===== src/rtl/alu_issue_stage_if.sv =====
// ID-to-EX handshake and ALU operand/control bundle for alu_issue_stage.
// The master side drives id_* and the EX back-pressure; the slave is the stage.
interface alu_issue_stage_if #(
  parameter int XLEN = 32
);
  logic            id_valid;
  logic            id_ready;
  logic [31:0]     id_instr;
  logic [XLEN-1:0] id_pc;
  logic [XLEN-1:0] id_rs1_data;
  logic [XLEN-1:0] id_rs2_data;
  logic            ex_stall;
  logic            flush;
  logic            ex_valid;
  logic [XLEN-1:0] ex_inp_A;
  logic [XLEN-1:0] ex_inp_B;
  logic [2:0]      ex_sel;
  logic [XLEN-1:0] ex_rs2_data;
  logic [4:0]      ex_rd;
  logic            ex_reg_write;
  logic            ex_mem_read;
  logic            ex_mem_write;
  logic            ex_branch;
  logic [XLEN-1:0] ex_pc;
  logic [XLEN-1:0] ex_imm;
  logic            illegal;

  modport master (
    output id_valid, id_instr, id_pc,
    output id_rs1_data, id_rs2_data,
    output ex_stall, flush,
    input  id_ready, ex_valid,
    input  ex_inp_A, ex_inp_B, ex_sel,
    input  ex_rs2_data, ex_rd,
    input  ex_reg_write, ex_mem_read,
    input  ex_mem_write, ex_branch,
    input  ex_pc, ex_imm, illegal
  );

  modport slave (
    input  id_valid, id_instr, id_pc,
    input  id_rs1_data, id_rs2_data,
    input  ex_stall, flush,
    output id_ready, ex_valid,
    output ex_inp_A, ex_inp_B, ex_sel,
    output ex_rs2_data, ex_rd,
    output ex_reg_write, ex_mem_read,
    output ex_mem_write, ex_branch,
    output ex_pc, ex_imm, illegal
  );
endinterface


===== src/rtl/alu_issue_stage.sv =====
// ID/EX register: RV32I-subset decode into ALU select and immediates,
// load-use bubble insertion, downstream stall and flush handling.
module alu_issue_stage #(
  parameter int XLEN = 32
) (
  input logic              clk,
  input logic              rst_n,
  alu_issue_stage_if.slave bus
);
  localparam logic [0:0] RUN    = 1'b0;
  localparam logic [0:0] BUBBLE = 1'b1;

  localparam logic [2:0] SEL_ADD = 3'b000;
  localparam logic [2:0] SEL_SUB = 3'b001;
  localparam logic [2:0] SEL_AND = 3'b010;
  localparam logic [2:0] SEL_OR  = 3'b011;
  localparam logic [2:0] SEL_SLT = 3'b100;
  localparam logic [2:0] SEL_BRC = 3'b101;

  typedef struct packed {
    logic            valid;
    logic [2:0]      sel;
    logic [XLEN-1:0] a;
    logic [XLEN-1:0] b;
    logic [XLEN-1:0] rs2;
    logic [XLEN-1:0] pc;
    logic [XLEN-1:0] imm;
    logic [4:0]      rd;
    logic            reg_write;
    logic            mem_read;
    logic            mem_write;
    logic            branch;
  } ex_t;

  logic [0:0] state;
  ex_t        ex_q;
  ex_t        ex_d;
  logic       illegal_q;

  logic [31:0]     ins;
  logic [6:0]      opcode;
  logic [2:0]      f3;
  logic [4:0]      rd;
  logic [4:0]      rs1;
  logic [4:0]      rs2;
  logic [XLEN-1:0] imm_i;
  logic [XLEN-1:0] imm_s;
  logic [XLEN-1:0] imm_b;
  logic is_r, is_i, is_lw, is_sw, is_beq;
  logic legal, uses_rs2, wr;
  logic hazard, run_haz;

  assign ins    = bus.id_instr;
  assign opcode = ins[6:0];
  assign f3     = ins[14:12];
  assign rd     = ins[11:7];
  assign rs1    = ins[19:15];
  assign rs2    = ins[24:20];

  assign imm_i = {{(XLEN-12){ins[31]}}, ins[31:20]};
  assign imm_s = {{(XLEN-12){ins[31]}},
                  ins[31:25], ins[11:7]};
  assign imm_b = {{(XLEN-13){ins[31]}}, ins[31],
                  ins[7], ins[30:25], ins[11:8], 1'b0};

  assign is_r   = opcode == 7'b0110011;
  assign is_i   = opcode == 7'b0010011;
  assign is_lw  = opcode == 7'b0000011;
  assign is_sw  = opcode == 7'b0100011;
  assign is_beq = opcode == 7'b1100011;

  always_comb begin
    ex_d     = '0;
    legal    = 1'b0;
    uses_rs2 = 1'b0;
    wr       = 1'b0;
    unique case (1'b1)
      is_r: begin
        uses_rs2 = 1'b1;
        wr       = 1'b1;
        legal    = 1'b1;
        ex_d.b   = bus.id_rs2_data;
        unique case (f3)
          3'b000:  ex_d.sel = ins[30] ? SEL_SUB : SEL_ADD;
          3'b111:  ex_d.sel = SEL_AND;
          3'b110:  ex_d.sel = SEL_OR;
          3'b010:  ex_d.sel = SEL_SLT;
          default: legal = 1'b0;
        endcase
      end
      is_i: begin
        wr       = 1'b1;
        legal    = 1'b1;
        ex_d.b   = imm_i;
        ex_d.imm = imm_i;
        unique case (f3)
          3'b000:  ex_d.sel = SEL_ADD;
          3'b111:  ex_d.sel = SEL_AND;
          3'b110:  ex_d.sel = SEL_OR;
          3'b010:  ex_d.sel = SEL_SLT;
          default: legal = 1'b0;
        endcase
      end
      is_lw: begin
        legal         = f3 == 3'b010;
        wr            = 1'b1;
        ex_d.b        = imm_i;
        ex_d.imm      = imm_i;
        ex_d.mem_read = 1'b1;
      end
      is_sw: begin
        legal          = f3 == 3'b010;
        uses_rs2       = 1'b1;
        ex_d.b         = imm_s;
        ex_d.imm       = imm_s;
        ex_d.mem_write = 1'b1;
      end
      is_beq: begin
        legal       = f3 == 3'b000;
        uses_rs2    = 1'b1;
        ex_d.sel    = SEL_BRC;
        ex_d.b      = bus.id_rs2_data;
        ex_d.imm    = imm_b;
        ex_d.branch = 1'b1;
      end
      default: ;
    endcase
    if (legal) begin
      ex_d.valid     = 1'b1;
      ex_d.a         = bus.id_rs1_data;
      ex_d.rs2       = bus.id_rs2_data;
      ex_d.pc        = bus.id_pc;
      ex_d.reg_write = wr & (rd != 5'd0);
      ex_d.rd        = ex_d.reg_write ? rd : 5'd0;
    end else begin
      ex_d = '0;
    end
  end

  // x0 never forwards a load result, so ex_rd == 0 cannot cause a stall
  assign hazard = ex_q.valid & ex_q.mem_read
                & (ex_q.rd != 5'd0)
                & ((ex_q.rd == rs1)
                 | ((ex_q.rd == rs2) & uses_rs2));
  assign run_haz = (state == RUN) & hazard;

  assign bus.id_ready = rst_n & ~bus.ex_stall
                      & ~bus.flush & ~run_haz;

  always_ff @(posedge clk) begin
    if (!rst_n) begin
      ex_q      <= '0;
      illegal_q <= 1'b0;
      state     <= RUN;
    end else if (bus.flush) begin
      ex_q      <= '0;
      illegal_q <= 1'b0;
      state     <= RUN;
    end else if (bus.ex_stall) begin
      illegal_q <= 1'b0;
    end else if (run_haz && bus.id_valid) begin
      ex_q      <= '0;
      illegal_q <= 1'b0;
      state     <= BUBBLE;
    end else begin
      ex_q      <= bus.id_valid ? ex_d : '0;
      illegal_q <= bus.id_valid & ~legal;
      state     <= RUN;
    end
  end

  assign bus.ex_valid     = ex_q.valid;
  assign bus.ex_sel       = ex_q.sel;
  assign bus.ex_inp_A     = ex_q.a;
  assign bus.ex_inp_B     = ex_q.b;
  assign bus.ex_rs2_data  = ex_q.rs2;
  assign bus.ex_pc        = ex_q.pc;
  assign bus.ex_imm       = ex_q.imm;
  assign bus.ex_rd        = ex_q.rd;
  assign bus.ex_reg_write = ex_q.reg_write;
  assign bus.ex_mem_read  = ex_q.mem_read;
  assign bus.ex_mem_write = ex_q.mem_write;
  assign bus.ex_branch    = ex_q.branch;
  assign bus.illegal      = illegal_q;
endmodule


===== src/flat_wrapper.sv =====
// flat-port wrapper written by rule: the top's interface ports become plain ports
module alu_issue_stage_flat 
#(
  parameter int XLEN = 32
)
  (clk, rst_n, bus_id_valid, bus_id_instr, bus_id_pc, bus_id_rs1_data, bus_id_rs2_data, bus_ex_stall, bus_flush, bus_id_ready, bus_ex_valid, bus_ex_inp_A, bus_ex_inp_B, bus_ex_sel, bus_ex_rs2_data, bus_ex_rd, bus_ex_reg_write, bus_ex_mem_read, bus_ex_mem_write, bus_ex_branch, bus_ex_pc, bus_ex_imm, bus_illegal);
  alu_issue_stage_if #(.XLEN(XLEN)) bus_i ();
  input logic clk;
  input logic rst_n;
  input wire logic [$bits(bus_i.id_valid)-1:0] bus_id_valid;
  input wire logic [$bits(bus_i.id_instr)-1:0] bus_id_instr;
  input wire logic [$bits(bus_i.id_pc)-1:0] bus_id_pc;
  input wire logic [$bits(bus_i.id_rs1_data)-1:0] bus_id_rs1_data;
  input wire logic [$bits(bus_i.id_rs2_data)-1:0] bus_id_rs2_data;
  input wire logic [$bits(bus_i.ex_stall)-1:0] bus_ex_stall;
  input wire logic [$bits(bus_i.flush)-1:0] bus_flush;
  output wire logic [$bits(bus_i.id_ready)-1:0] bus_id_ready;
  output wire logic [$bits(bus_i.ex_valid)-1:0] bus_ex_valid;
  output wire logic [$bits(bus_i.ex_inp_A)-1:0] bus_ex_inp_A;
  output wire logic [$bits(bus_i.ex_inp_B)-1:0] bus_ex_inp_B;
  output wire logic [$bits(bus_i.ex_sel)-1:0] bus_ex_sel;
  output wire logic [$bits(bus_i.ex_rs2_data)-1:0] bus_ex_rs2_data;
  output wire logic [$bits(bus_i.ex_rd)-1:0] bus_ex_rd;
  output wire logic [$bits(bus_i.ex_reg_write)-1:0] bus_ex_reg_write;
  output wire logic [$bits(bus_i.ex_mem_read)-1:0] bus_ex_mem_read;
  output wire logic [$bits(bus_i.ex_mem_write)-1:0] bus_ex_mem_write;
  output wire logic [$bits(bus_i.ex_branch)-1:0] bus_ex_branch;
  output wire logic [$bits(bus_i.ex_pc)-1:0] bus_ex_pc;
  output wire logic [$bits(bus_i.ex_imm)-1:0] bus_ex_imm;
  output wire logic [$bits(bus_i.illegal)-1:0] bus_illegal;
  assign bus_i.id_valid = bus_id_valid;
  assign bus_i.id_instr = bus_id_instr;
  assign bus_i.id_pc = bus_id_pc;
  assign bus_i.id_rs1_data = bus_id_rs1_data;
  assign bus_i.id_rs2_data = bus_id_rs2_data;
  assign bus_i.ex_stall = bus_ex_stall;
  assign bus_i.flush = bus_flush;
  assign bus_id_ready = bus_i.id_ready;
  assign bus_ex_valid = bus_i.ex_valid;
  assign bus_ex_inp_A = bus_i.ex_inp_A;
  assign bus_ex_inp_B = bus_i.ex_inp_B;
  assign bus_ex_sel = bus_i.ex_sel;
  assign bus_ex_rs2_data = bus_i.ex_rs2_data;
  assign bus_ex_rd = bus_i.ex_rd;
  assign bus_ex_reg_write = bus_i.ex_reg_write;
  assign bus_ex_mem_read = bus_i.ex_mem_read;
  assign bus_ex_mem_write = bus_i.ex_mem_write;
  assign bus_ex_branch = bus_i.ex_branch;
  assign bus_ex_pc = bus_i.ex_pc;
  assign bus_ex_imm = bus_i.ex_imm;
  assign bus_illegal = bus_i.illegal;
  alu_issue_stage #(.XLEN(XLEN)) u_core (.clk(clk), .rst_n(rst_n), .bus(bus_i));
endmodule

===== config.mk =====
export PLATFORM = sky130hd
export DESIGN_NAME = alu_issue_stage_flat
export DESIGN_NICKNAME = d
export VERILOG_FILES = /design/src/rtl/alu_issue_stage_if.sv /design/src/rtl/alu_issue_stage.sv /design/src/flat_wrapper.sv
export SDC_FILE = /design/constraint.sdc
export NUM_CORES = 1
export LEC_CHECK = 0
export CAP_MARGIN = 5
export CELL_PAD_IN_SITES_DETAIL_PLACEMENT = 0
export CELL_PAD_IN_SITES_GLOBAL_PLACEMENT = 2
export CORE_AREA = 2 2 248 128
export DETAILED_ROUTE_END_ITERATION = 16
export DIE_AREA = 0 0 250 130
export PLACE_DENSITY_LB_ADDON = 0.1
export RECOVER_POWER = 50
export REMOVE_ABC_BUFFERS = 1
export SLEW_MARGIN = 20
export SYNTH_ARGS = -nofsm -noshare
export SYNTH_HDL_FRONTEND = slang
export SYNTH_SLANG_ARGS = --single-unit

===== constraint.sdc =====
create_clock -name clk -period 2.7 [get_ports clk]
set_clock_uncertainty 0.05 [all_clocks]
set_input_delay 0.54 -clock clk [delete_from_list [all_inputs] [get_ports clk]]
set_output_delay 0.54 -clock clk [all_outputs]
set_load 0.01 [all_outputs]

* Word-level counts from Yosys, hierarchy flattened
Index checks and enable logic that the tools add are counted.
** Storage, ports and cells
- Register bits :: 175
- Latch bits :: 0
- RAM bits :: 0
- ROM bits :: 0
- Output and inout bits :: 175
- Memories kept :: 0
** Operators by class
- $add $sub $neg :: 0
- Multiply operators :: 0
- Divide/modulo/power cells :: 0
- $lt $le $gt $ge :: 0
- Equal/unequal tests :: 10
- Shift operators :: 0
- Muxes and demuxes :: 25
- Bitwise gates (word level) :: 17
- Reduce and logical (&&, ||, !) cells :: 13
** Operators with widths (number)
- $mux W173 :: 2
- $pmux W32 S3 :: 2
- $mux W32 :: 3
- $mux W64 :: 1
- $pmux W3 S3 :: 2
- $eq A7 B6 Y1 const B :: 2
- $pmux W3 S4 :: 1
- $and A1 B1 Y1 :: 10
- $eq A5 B5 Y1 :: 2
- $reduce_bool A5 Y1 :: 2
- $reduce_or A2 Y1 :: 5
- $mux W1 :: 9
- $reduce_or A4 Y1 :: 2
- $eq A7 B2 Y1 const B :: 1
- $eq A7 B5 Y1 const B :: 1
- $eq A7 B7 Y1 const B :: 1
- $eq A3 B3 Y1 const B :: 2
- $mux W3 :: 2
- $mux W6 :: 1
- $not A1 Y1 :: 6
- $reduce_or A3 Y1 :: 2
- $mux W5 :: 1
- $eq A3 B2 Y1 const B :: 1
- $logic_not A3 Y1 :: 1
- 3 further kinds :: 3

* Depth between registers and ports, before layout
- Depth after elaboration :: 9
- Mapped depth :: 8

* Worst setup path after synthesis
No wires, ideal clock.
- Kind :: flip-flop to output port
- Start point :: register u_core.ex_q, in the netlist u_core.bus.ex_rd[2]
- End point :: output bus_id_ready
- Data arrival time :: 1.802 ns
- Data required time :: 2.110 ns
- Path slack :: 0.308 ns
- Cell stages (with the launch flop) :: 8
- Path buffers :: 3
- Cell sequence :: dfxtp_1 > or4_1 > o21ai_2 > a21oi_2 > buf_6 > buf_8 > buf_6 > nor4b_2
** On the way
- Word-level cells in the longest chain between the ends :: 7
** Ends and longest elaborated chain
- start, declared :: line alu_issue_stage.sv:36 : ex_t ex_q;
- start signal, assigned :: line alu_issue_stage.sv:166 : ex_q <= bus.id_valid ? ex_d : '0;
- $eq A5 B5 Y1 :: line alu_issue_stage.sv:144 : | ((ex_q.rd == rs2) & uses_rs2));
- $and A1 B1 Y1 :: line alu_issue_stage.sv:144
- $or A1 B1 Y1 :: line alu_issue_stage.sv:144
- $and A1 B1 Y1 (*) :: line alu_issue_stage.sv:143 : & ((ex_q.rd == rs1)
- $and A1 B1 Y1 (*) :: line alu_issue_stage.sv:145 : assign run_haz = (state == RUN) & hazard;
- $not A1 Y1 (*) :: line alu_issue_stage.sv:148 : & ~bus.flush & ~run_haz;
- $and A1 B1 Y1 (*) :: line alu_issue_stage.sv:148
- end, declared :: line flat_wrapper.sv:17 : output wire logic [$bits(bus_i.id_ready)-1:0] bus_id_ready;
Mark *: on every way between the ends. The rest lies on a longest branch, timed or not.

* Worst setup path in the final report
- Start point :: input bus_id_instr[22]
- End point :: output bus_id_ready
** On the way
- Word-level cells in the longest chain between the ends :: 7
** Ends and longest elaborated chain
- start, declared :: line flat_wrapper.sv:11 : input wire logic [$bits(bus_i.id_instr)-1:0] bus_id_instr;
- $eq A5 B5 Y1 :: line alu_issue_stage.sv:144
- $and A1 B1 Y1 :: line alu_issue_stage.sv:144
- $or A1 B1 Y1 :: line alu_issue_stage.sv:144
- $and A1 B1 Y1 :: line alu_issue_stage.sv:143
- $and A1 B1 Y1 :: line alu_issue_stage.sv:145
- $not A1 Y1 :: line alu_issue_stage.sv:148
- $and A1 B1 Y1 :: line alu_issue_stage.sv:148
No other way between the ends.

==> metrics.txt <==
status=completed; VDD IR max=441 µV; Final ANT Viol Nets=0; via count=6,464; crit-path cells=dlygate4sd2_1 -> xor2_1 -> nor4_1 -> buf_4 -> nand4_1 -> a21oi_4 -> nor4b_2 -> buf_2; measured slew at the worst slew-check pin=648 ps; antenna cell count=0; RePlAce Congestion=0.721; pin count of the biggest net entering global routing=96; P_leak=4.17 nW; Rows=46; startpoint types=input pin; commonest cells after routing, fill and taps aside=156 x nand2_1, 154 x dfxtp_1, 152 x dlygate4sd3_1, 150 x clkdlybuf4s50_1, 120 x o21ai_0; full die area=32,500 µm²; Final min period=2600 ps; post-placement cell count=1,456; CTS Sinks=156; synthesized area per cell=8.38 µm²; DRT Pass-1 Iters=4; CTS tree=built; Layout area overhead=65.2%; Yosys reg bits=156; CP delay by family, top=buffers and inverters; Setup Fix Bufs, Post-CTS=0; Relative slew margins=56.8%; fin area=10,800 µm²; port bufs=307; Cell Area, Placed=10,200 µm²; Crit Path Class=in2out; RSZ-0062 raised after global routing=yes; die width=250 µm; Filler Cell Count=3,205; first-pass GRT wire length=40.0 mm; PD cells=484 nW/µm²; pre-CTS WS=-515 ps; Synth Cell Area=6550 µm²; Final period util=96.3%; Clock Pin Slew Worst Setup and Hold Paths=60 ps; Worst Path Arrival=2010 ps; worst hold path type=reg2reg; CP bufs+invs=3; clock root cell=clkbuf_16; CP Max Fanout=2; Post-route DRC=0; Clk Latency, worst-skew pair=440 ps; layout cell share with drive strength beyond 1=11.4%; Core Footprint=30,700 µm²; Fin. Hold Viols=0; CTS buffer count=17; Required @ worst endpoint=2110 ps; Mapped Cells=782; H-Tree Depth=4; DPL Wire Length=18.3 mm; Max Transition Viols Final=0; Yosys cell types=50; Max stage delay on crit path=280 ps; Critical Path Sink Type=output port; worst hold slack=394 ps; antenna violations before repair=0; routed vias/inst=4.34; final setup violating endpoints=0; final cell count without fillers=1,488; number of global-route vias before repair=6,440; f_max=0.384 GHz; Max Cap Viol=0; Congestion Overflow GR=0; hold_buf cts=0; Synth Warn #=0; Starting Density=21.3%; total wire length=26.4 mm; CP max stage cell=dlygate4sd2_1; worst setup margin=98.8 ps; I/O pin count=308; Max Root-Sink Buffers=2; Seq/Total Area, Yosys=47.7%; commonest non-fill, non-tap cell in the layout=nand2_1; Nets=1,200; average routed wire per standard cell=17.7 µm; chip height=130 µm; Global Route Usage Sum=16.3%; detailed router's first-iteration violation count=294
-- area by class of cell --
cell class | count | area [µm²] | share of cell area [%]
Clock inverter | 13 | 174 | 1.61
Inverter | 2 | 7.51 | 0.0694
Multi-Input combinational cell | 531 | 2950 | 27.2
Tap cell | 408 | 510 | 4.72
Clock buffer | 19 | 433 | 4.00
Sequential cell | 156 | 3130 | 28.9
Timing Repair Buffer | 359 | 3630 | 33.5
-- report_power, final --
part	internal, mW	switching, mW	total (mW)
clock	1.54	1.03	2.57
combinational	0.222	0.149	0.372
sequential	2.30	0.000465	2.30
-- worst reg2reg max path: stages, from the launching register on --
cell and delay (ps):
dfxtp_2 360, xor2_1 170, nor4_1 280, buf_4 150, nand4_1 130, a21oi_4 250, buf_4 170, buf_4 520
o21ai_0 220
-- metal layers --
layer	vias to the layer above	global-route usage, %	part of all wire, %
li1	3284	-	-
met1	3021	22.4	49
met2	145	23.8	43
met3	14	5.90	6.9
met4	0	4.65	0.94
met5	-	0	0
-- state kept, by name (all words and copies together), names as in the netlist --
signal,flops
u_core.state,1
u_core.bus.ex_sel,3
u_core.bus.illegal,1
u_core.bus.ex_mem_read,1
u_core.bus.ex_inp_B,32
u_core.bus.ex_rs2_data,32
u_core.bus.ex_mem_write,1
u_core.bus.ex_reg_write,1
u_core.bus.ex_rd,5
u_core.bus.ex_imm,13
u_core.bus.ex_pc,32
u_core.bus.ex_valid,1
u_core.bus.ex_branch,1
u_core.bus.ex_inp_A,32
-- cells by family (layout without fill, tap and decap cells) --
logic type,after synthesis,count (layout),share of synthesized area (%)
AO/OA/AOI/OAI,207,207,20.5
AND/OR/NAND/NOR,311,311,22.0
multiplexers,2,2,0.306
flip-flops,156,156,47.7
XOR/XNOR,11,11,1.47
buffers and inverters,95,393,8.00
-- synthesized netlist by cell type, drive strengths merged --
master | instances | area (µm²)
nand3 | 105 | 526
nand4b | 1 | 8.76
and3b | 1 | 8.76
inv | 2 | 7.51
nor4 | 1 | 6.26
o2bb2ai | 2 | 17.5
nor4bb | 2 | 20.0
or2 | 1 | 6.26
or4 | 2 | 15.0
mux2i | 2 | 20.0
nand2 | 157 | 589
nor3b | 1 | 7.51
xor2 | 8 | 70.1
nand4 | 15 | 93.8
and4bb | 2 | 25.0
xnor2 | 3 | 26.3
clkbuf | 47 | 186
a31oi | 2 | 12.5
and4b | 1 | 10.0
dfxtp | 156 | 3120
o31ai | 33 | 395
o2111ai | 1 | 8.76
a22oi | 11 | 82.6
o211ai | 1 | 7.51
and3 | 1 | 6.26
and2 | 2 | 12.5
nand2b | 1 | 6.26
nand4bb | 1 | 11.3
nor3 | 5 | 30.0
nor2 | 9 | 33.8
nor4b | 1 | 15.0
o21ai | 124 | 624
a211oi | 1 | 12.5
a21oi | 28 | 148
a22o | 4 | 35.0
buf | 46 | 330
nor2b | 2 | 12.5
-- what timing repair did --
| action | in CTS | in global routing |
|---|---|---|
| endpoints found under the setup margin | 1 | 1 |
| pin swaps | 2 | 0 |
| gates resized for setup | 10 | 1 |
-- stage by stage --
step                util (%)  TNS (ps)  power, mW
floorplan                  -  -1244190       2.43
finish                  35.2         0       5.24
CTS                     35.3         0       5.34
global placement        33.3    -44420       2.73
global route            35.2     -70.7       5.47
detailed placement      33.3    -38500       2.73
-- path summary, 6_finish.rpt --
| path | slack (ps) | endpoint | cells after the start | startpoint |
|---|---|---|---|---|
| setup / recovery | 100 | bus_id_ready | 8 | bus_id_instr[22] |
| hold / removal | 390 | u_core.bus.ex_imm[6]$_SDFFE_PP0N_ | 2 | u_core.bus.ex_imm[6]$_SDFFE_PP0N_ |
| setup reg to reg | 250 | u_core.bus.ex_inp_A[20]$_SDFFE_PP0N_ | 8 | u_core.bus.ex_rd[1]$_SDFFE_PP0N_ |
| hold reg to reg | 390 | u_core.bus.ex_imm[6]$_SDFFE_PP0N_ | 2 | u_core.bus.ex_imm[6]$_SDFFE_PP0N_ |
(Power assumes the default switching activity.)
